`config.mk`:
```
export PLATFORM = sky130hd
export DESIGN_NAME = coin_acceptor
export DESIGN_NICKNAME = d
export VERILOG_FILES = /design/src/rtl/coin_acceptor.sv
export SDC_FILE = /design/constraint.sdc
export NUM_CORES = 1
export LEC_CHECK = 0
export ABC_AREA = 1
export CAP_MARGIN = 20
export CORE_MARGIN = 1.5
export CORE_UTILIZATION = 40
export CTS_BUF_LIST = sky130_fd_sc_hd__clkbuf_4 sky130_fd_sc_hd__clkbuf_8 sky130_fd_sc_hd__clkbuf_16
export DETAILED_ROUTE_END_ITERATION = 10
export PLACE_DENSITY = 0.61
export SETUP_SLACK_MARGIN = 0.2
export SYNTH_ARGS = -nofsm -noshare
export SYNTH_HDL_FRONTEND = slang
export SYNTH_SLANG_ARGS = --single-unit
```
`constraint.sdc`:
```
create_clock -name clk -period 3.5 [get_ports clk]
set_clock_uncertainty 0.1 [all_clocks]
set_input_delay 0.7 -clock clk [delete_from_list [all_inputs] [get_ports clk]]
set_output_delay 0.7 -clock clk [all_outputs]
set_load 0.03 [all_outputs]
```
`src/rtl/coin_acceptor.sv`:
```
// Coin front-end: synchronises and debounces the Rs1/Rs2/Rs5 detectors and emits one
// registered strobe per coin, either coin_valid with its code or reject to the chute.
module coin_acceptor #(
  parameter int DEBOUNCE_CYCLES = 4,
  parameter int GAP_CYCLES      = 8,
  parameter int CNT_W           = 8
) (
  input  logic             clk,
  input  logic             rst,
  input  logic             sens_rs1,
  input  logic             sens_rs2,
  input  logic             sens_rs5,
  input  logic             hold,
  output logic [2:0]       coin_code,
  output logic             coin_valid,
  output logic             reject,
  output logic [CNT_W-1:0] reject_cnt
);

  typedef enum logic [1:0] {IDLE, DEBOUNCE, RELEASE, GAP} state_t;

  localparam logic [CNT_W-1:0] DEB_LAST = CNT_W'(DEBOUNCE_CYCLES - 1);
  localparam logic [CNT_W-1:0] GAP_LAST = CNT_W'(GAP_CYCLES - 1);

  state_t           state;
  logic [2:0]       sync_p0;
  logic [2:0]       sync_p1;
  logic [2:0]       cap;
  logic [CNT_W-1:0] cnt;
  logic [2:0]       v;

  assign v = sync_p1;

  function automatic logic [2:0] encode(input logic [2:0] c);
    case (c)
      3'b001:  encode = 3'b001;
      3'b010:  encode = 3'b010;
      3'b100:  encode = 3'b101;
      default: encode = 3'b000;
    endcase
  endfunction

  function automatic logic is_one_hot(input logic [2:0] c);
    is_one_hot = (c == 3'b001) || (c == 3'b010) || (c == 3'b100);
  endfunction

  function automatic logic [CNT_W-1:0] sat_inc(input logic [CNT_W-1:0] x);
    sat_inc = (&x) ? x : x + 1'b1;
  endfunction

  always_ff @(posedge clk or posedge rst) begin
    if (rst) begin
      state      <= IDLE;
      sync_p0    <= '0;
      sync_p1    <= '0;
      cap        <= '0;
      cnt        <= '0;
      coin_code  <= '0;
      coin_valid <= 1'b0;
      reject     <= 1'b0;
      reject_cnt <= '0;
    end else begin
      // synchroniser stages
      sync_p0    <= {sens_rs5, sens_rs2, sens_rs1};
      sync_p1    <= sync_p0;
      coin_code  <= '0;
      coin_valid <= 1'b0;
      reject     <= 1'b0;
      case (state)
        IDLE: begin
          if (v != 3'b000) begin
            cap   <= v;
            cnt   <= '0;
            state <= DEBOUNCE;
          end
        end
        DEBOUNCE: begin
          if (v == 3'b000) begin
            state <= IDLE;
          end else if (v != cap) begin
            cap <= v;
            cnt <= '0;
          end else if (cnt != DEB_LAST) begin
            cnt <= cnt + 1'b1;
          end else begin
            // hold is only looked at on this decision edge
            if (is_one_hot(cap) && !hold) begin
              coin_valid <= 1'b1;
              coin_code  <= encode(cap);
            end else begin
              reject     <= 1'b1;
              reject_cnt <= sat_inc(reject_cnt);
            end
            state <= RELEASE;
          end
        end
        RELEASE: begin
          if (v == 3'b000) begin
            cnt   <= '0;
            state <= GAP;
          end
        end
        GAP: begin
          if (cnt == GAP_LAST) state <= IDLE;
          else                 cnt   <= cnt + 1'b1;
        end
        default: state <= IDLE;
      endcase
    end
  end

endmodule
```
==> results.md <==
- TNS Setup: 0 ns
- CP peak stage delay: 0.70 ns
- Nets: 270
- Postcts setup bufs: 0
- VDD IR-drop max: 214.0 µV
- Status: complete, no violations
- Share of cells above drive strength 1: 0.1217
- Die area: 0.004998 mm²
- Vias per inst: 4.740
- RSZ-0062 raised after global routing: false
- Worst path buffer plus inverter count: 1
- Vias in the first global route: 1,401
- Total grt overflow: 0
- Library cells used by synthesis: 26
- Mapped Area: 0.001833 mm²
- Total track usage: 0.1592
- Top Ports: 19
- ANT cells: 0
- Reg clk slew, reported paths: 0.07 ns
- Vias: 1,493
- Placer Congestion: 0.8881
- Resized cells post-CTS: 0
- Initial Util: 0.4181
- Seq/Total Area, Yosys: 0.4369
- Cell taking the most area after synthesis: dfrtp_1
- Hold Vio Cnt, Final: 0
- Core Util, Final: 0.4960
- Post-DP Area: 0.002063 mm²
- Post-synth ARST share: 1.000
- CTS Buf Count: 5
- Number of buffers added on ports: 18
- Req. time, crit path: 2.70 ns
- Slowest cell on crit path: clkdlybuf4s50_1
- Hold WC Path Type: reg2reg
- Post-Syn Instances: 238
- Pleak: 1.142 nW
- Per-cell routed wire length: 10.72 µm
- Routed WL: 3.376 mm
- Most frequent cells after synthesis: 88 x nand2_1, 32 x dfrtp_1, 27 x nand3_1
- Initial antenna violation count: 0
- Ys Warns: 0
- Number of synthesized flops with an enable pin: 0
- Largest delay share family, worst path: buffers and inverters
- Clk_lat worst skew: 0.29 ns
- Layout area overhead: 18.64%
- Max Cap Violations: 0
- Rows: 24
- Max Slew Vio Count: 0
- Hpwl dp: 2.530 mm
- Max Root-Sink Buffers: 2
- TritonCTS clock tree: yes
- Largest cells by area after synthesis: dfrtp_1 44%, nand2_1 18%, nand3_1 7.4%, inv_1 5.3%, nand2_4 3.1%
- Die W: 70.70 µm
- Slew HR: 0.6139
- Min Tclk post-route: 2.234 ns
- Worst Path Arrival: 1.43 ns
- Flops & latches, synth: 32
- Remaining DRCs: 0
- Critical-path cell list: clkdlybuf4s50_1
- Crit end category: primary output
- Crit path max fanout: 6
- Core ar.: 0.004384 mm²
- Average cell area after synthesis: 7.702 µm²
- Root Driver: clkbuf_8
- Syn nets: 246
- Design Area, Final: 0.002175 mm²
- Period utilization: 0.6384
- Area share of the largest cell type after synthesis: 0.4369
- Type of origin of the critical path: register
- Prevailing post-synth register cell: dfrtp_1
- Worst slew pin tran: 0.5785 ns
- Die Height: 70.70 µm
- Final setup fails: 0
- CTS sink cnt: 32
- First-pass GRT wire length: 6.292 mm
- P per Cell Area: 430.7 mW/mm²
- Post-route ant nets: 0
- CTS Hold Buffers Added: 0
- Pin count of the biggest net entering global routing: 18
- Crit Path Category: reg2out
- DR pass1 iterations: 4
- Top-count cell post-synth: nand2_1
- DR iter-0 viols: 80
- H-tree depth: 2
- Fmax: 0.4476 GHz
[registers in the layout, indices dropped and copies added, names as in the netlist, named ones only]
| name | flops |
|---|---|
| reject | 1 |
| reject_cnt | 8 |
| cnt | 8 |
| coin_code | 3 |
| cap | 3 |
| sync_p0 | 3 |
| coin_valid | 1 |
| state | 1 |
| sync_p1 | 3 |
[kinds of logic after synthesis]
group,Yosys count,synth area share
compound gates,11,0.03549
simple gates,153,0.4048
fa+ha+maj,2,0.01365
xor+xnor,7,0.03345
flops,32,0.4369
buf+inv,33,0.07576
[worst paths after layout]
check / startpoint / to / slack (ns) / cells after the start
setup reg to reg: cap[1] / reject_cnt[6] / 1.55 / 10
max in group asynchronous: rst / reject_cnt[1] / 2.01 / 3
setup / recovery: reject_cnt[2] / reject_cnt[2] / 1.27 / 1
hold / removal: sync_p0[1] / sync_p1[1] / 0.25 / 0
min in group asynchronous: rst / cap[1] / 0.66 / 2
hold reg to reg: sync_p0[1] / sync_p1[1] / 0.25 / 0
[worst register-to-register path, cell delays in order, from the launching register on]
cell and delay (ns):
dfrtp_1 0.40, inv_1 0.11, nand2_1 0.06, nand2_1 0.05, nand2_1 0.06, nor2_2 0.45
inv_1 0.19, nor2_4 0.18, nand2_4 0.10, nand2_1 0.08, o21ai_2 0.05
[layer usage]
layer  wire length (µm)  GRT usage  part of all wire
met1               1652     0.2173              0.49
met2               1485     0.2357              0.44
met3                171    0.04843             0.051
met4                 65    0.06709             0.019
met5                  0          0                 0
[metrics by stage]
step           setup slack [ns]  power (W)  std cells  hold slack, ns
3_3_place_gp              1.450  0.0005927        307          0.2325
6_report                  1.266  0.0009365        315          0.2496
4_1_cts                   1.247  0.0009489        315          0.2504
3_5_place_dp              1.431  0.0005932        307          0.2347
2_1_floorplan             1.923  0.0005501        238          0.2312
5_1_grt                   1.189  0.0009924        315          0.2573
[cells in the final DEF (no fill, tap or decap), types with 2 or more instances in the layout]
cell type and count:
nand4_1 6, inv_1 26, nor2_2 3, nand2_1 88
dfrtp_1 32, nor2_4 5, xnor2_1 4, ha_1 2
clkdlybuf4s50_1 18, inv_2 4, xor2_1 3, nand2_2 2
nand3b_1 3, o21ai_1 5, nor2_1 11, clkbuf_8 5
nand2_4 5, nand3_1 27, a21oi_1 2
[area by class of cell]
cell class                      count  area (µm²)
Tap cell                           52       65.06
Sequential cell                    32       800.8
Multi-Input combinational cell    173       893.4
Timing Repair Buffer               19       187.7
Fill cell                         437        2210
Clock inverter                      3       42.54
Inverter                           31       116.4
Clock buffer                        5       68.82
[power by group]
part	internal, W	total (W)	switching, W	leakage [nW]
clock	0.000210	0.000354	0.000143	0.0541
sequential	0.000387	0.000408	0.0000205	0.413
combinational	0.0000463	0.000175	0.000129	0.675
Power figures use the tool's default switching activity.
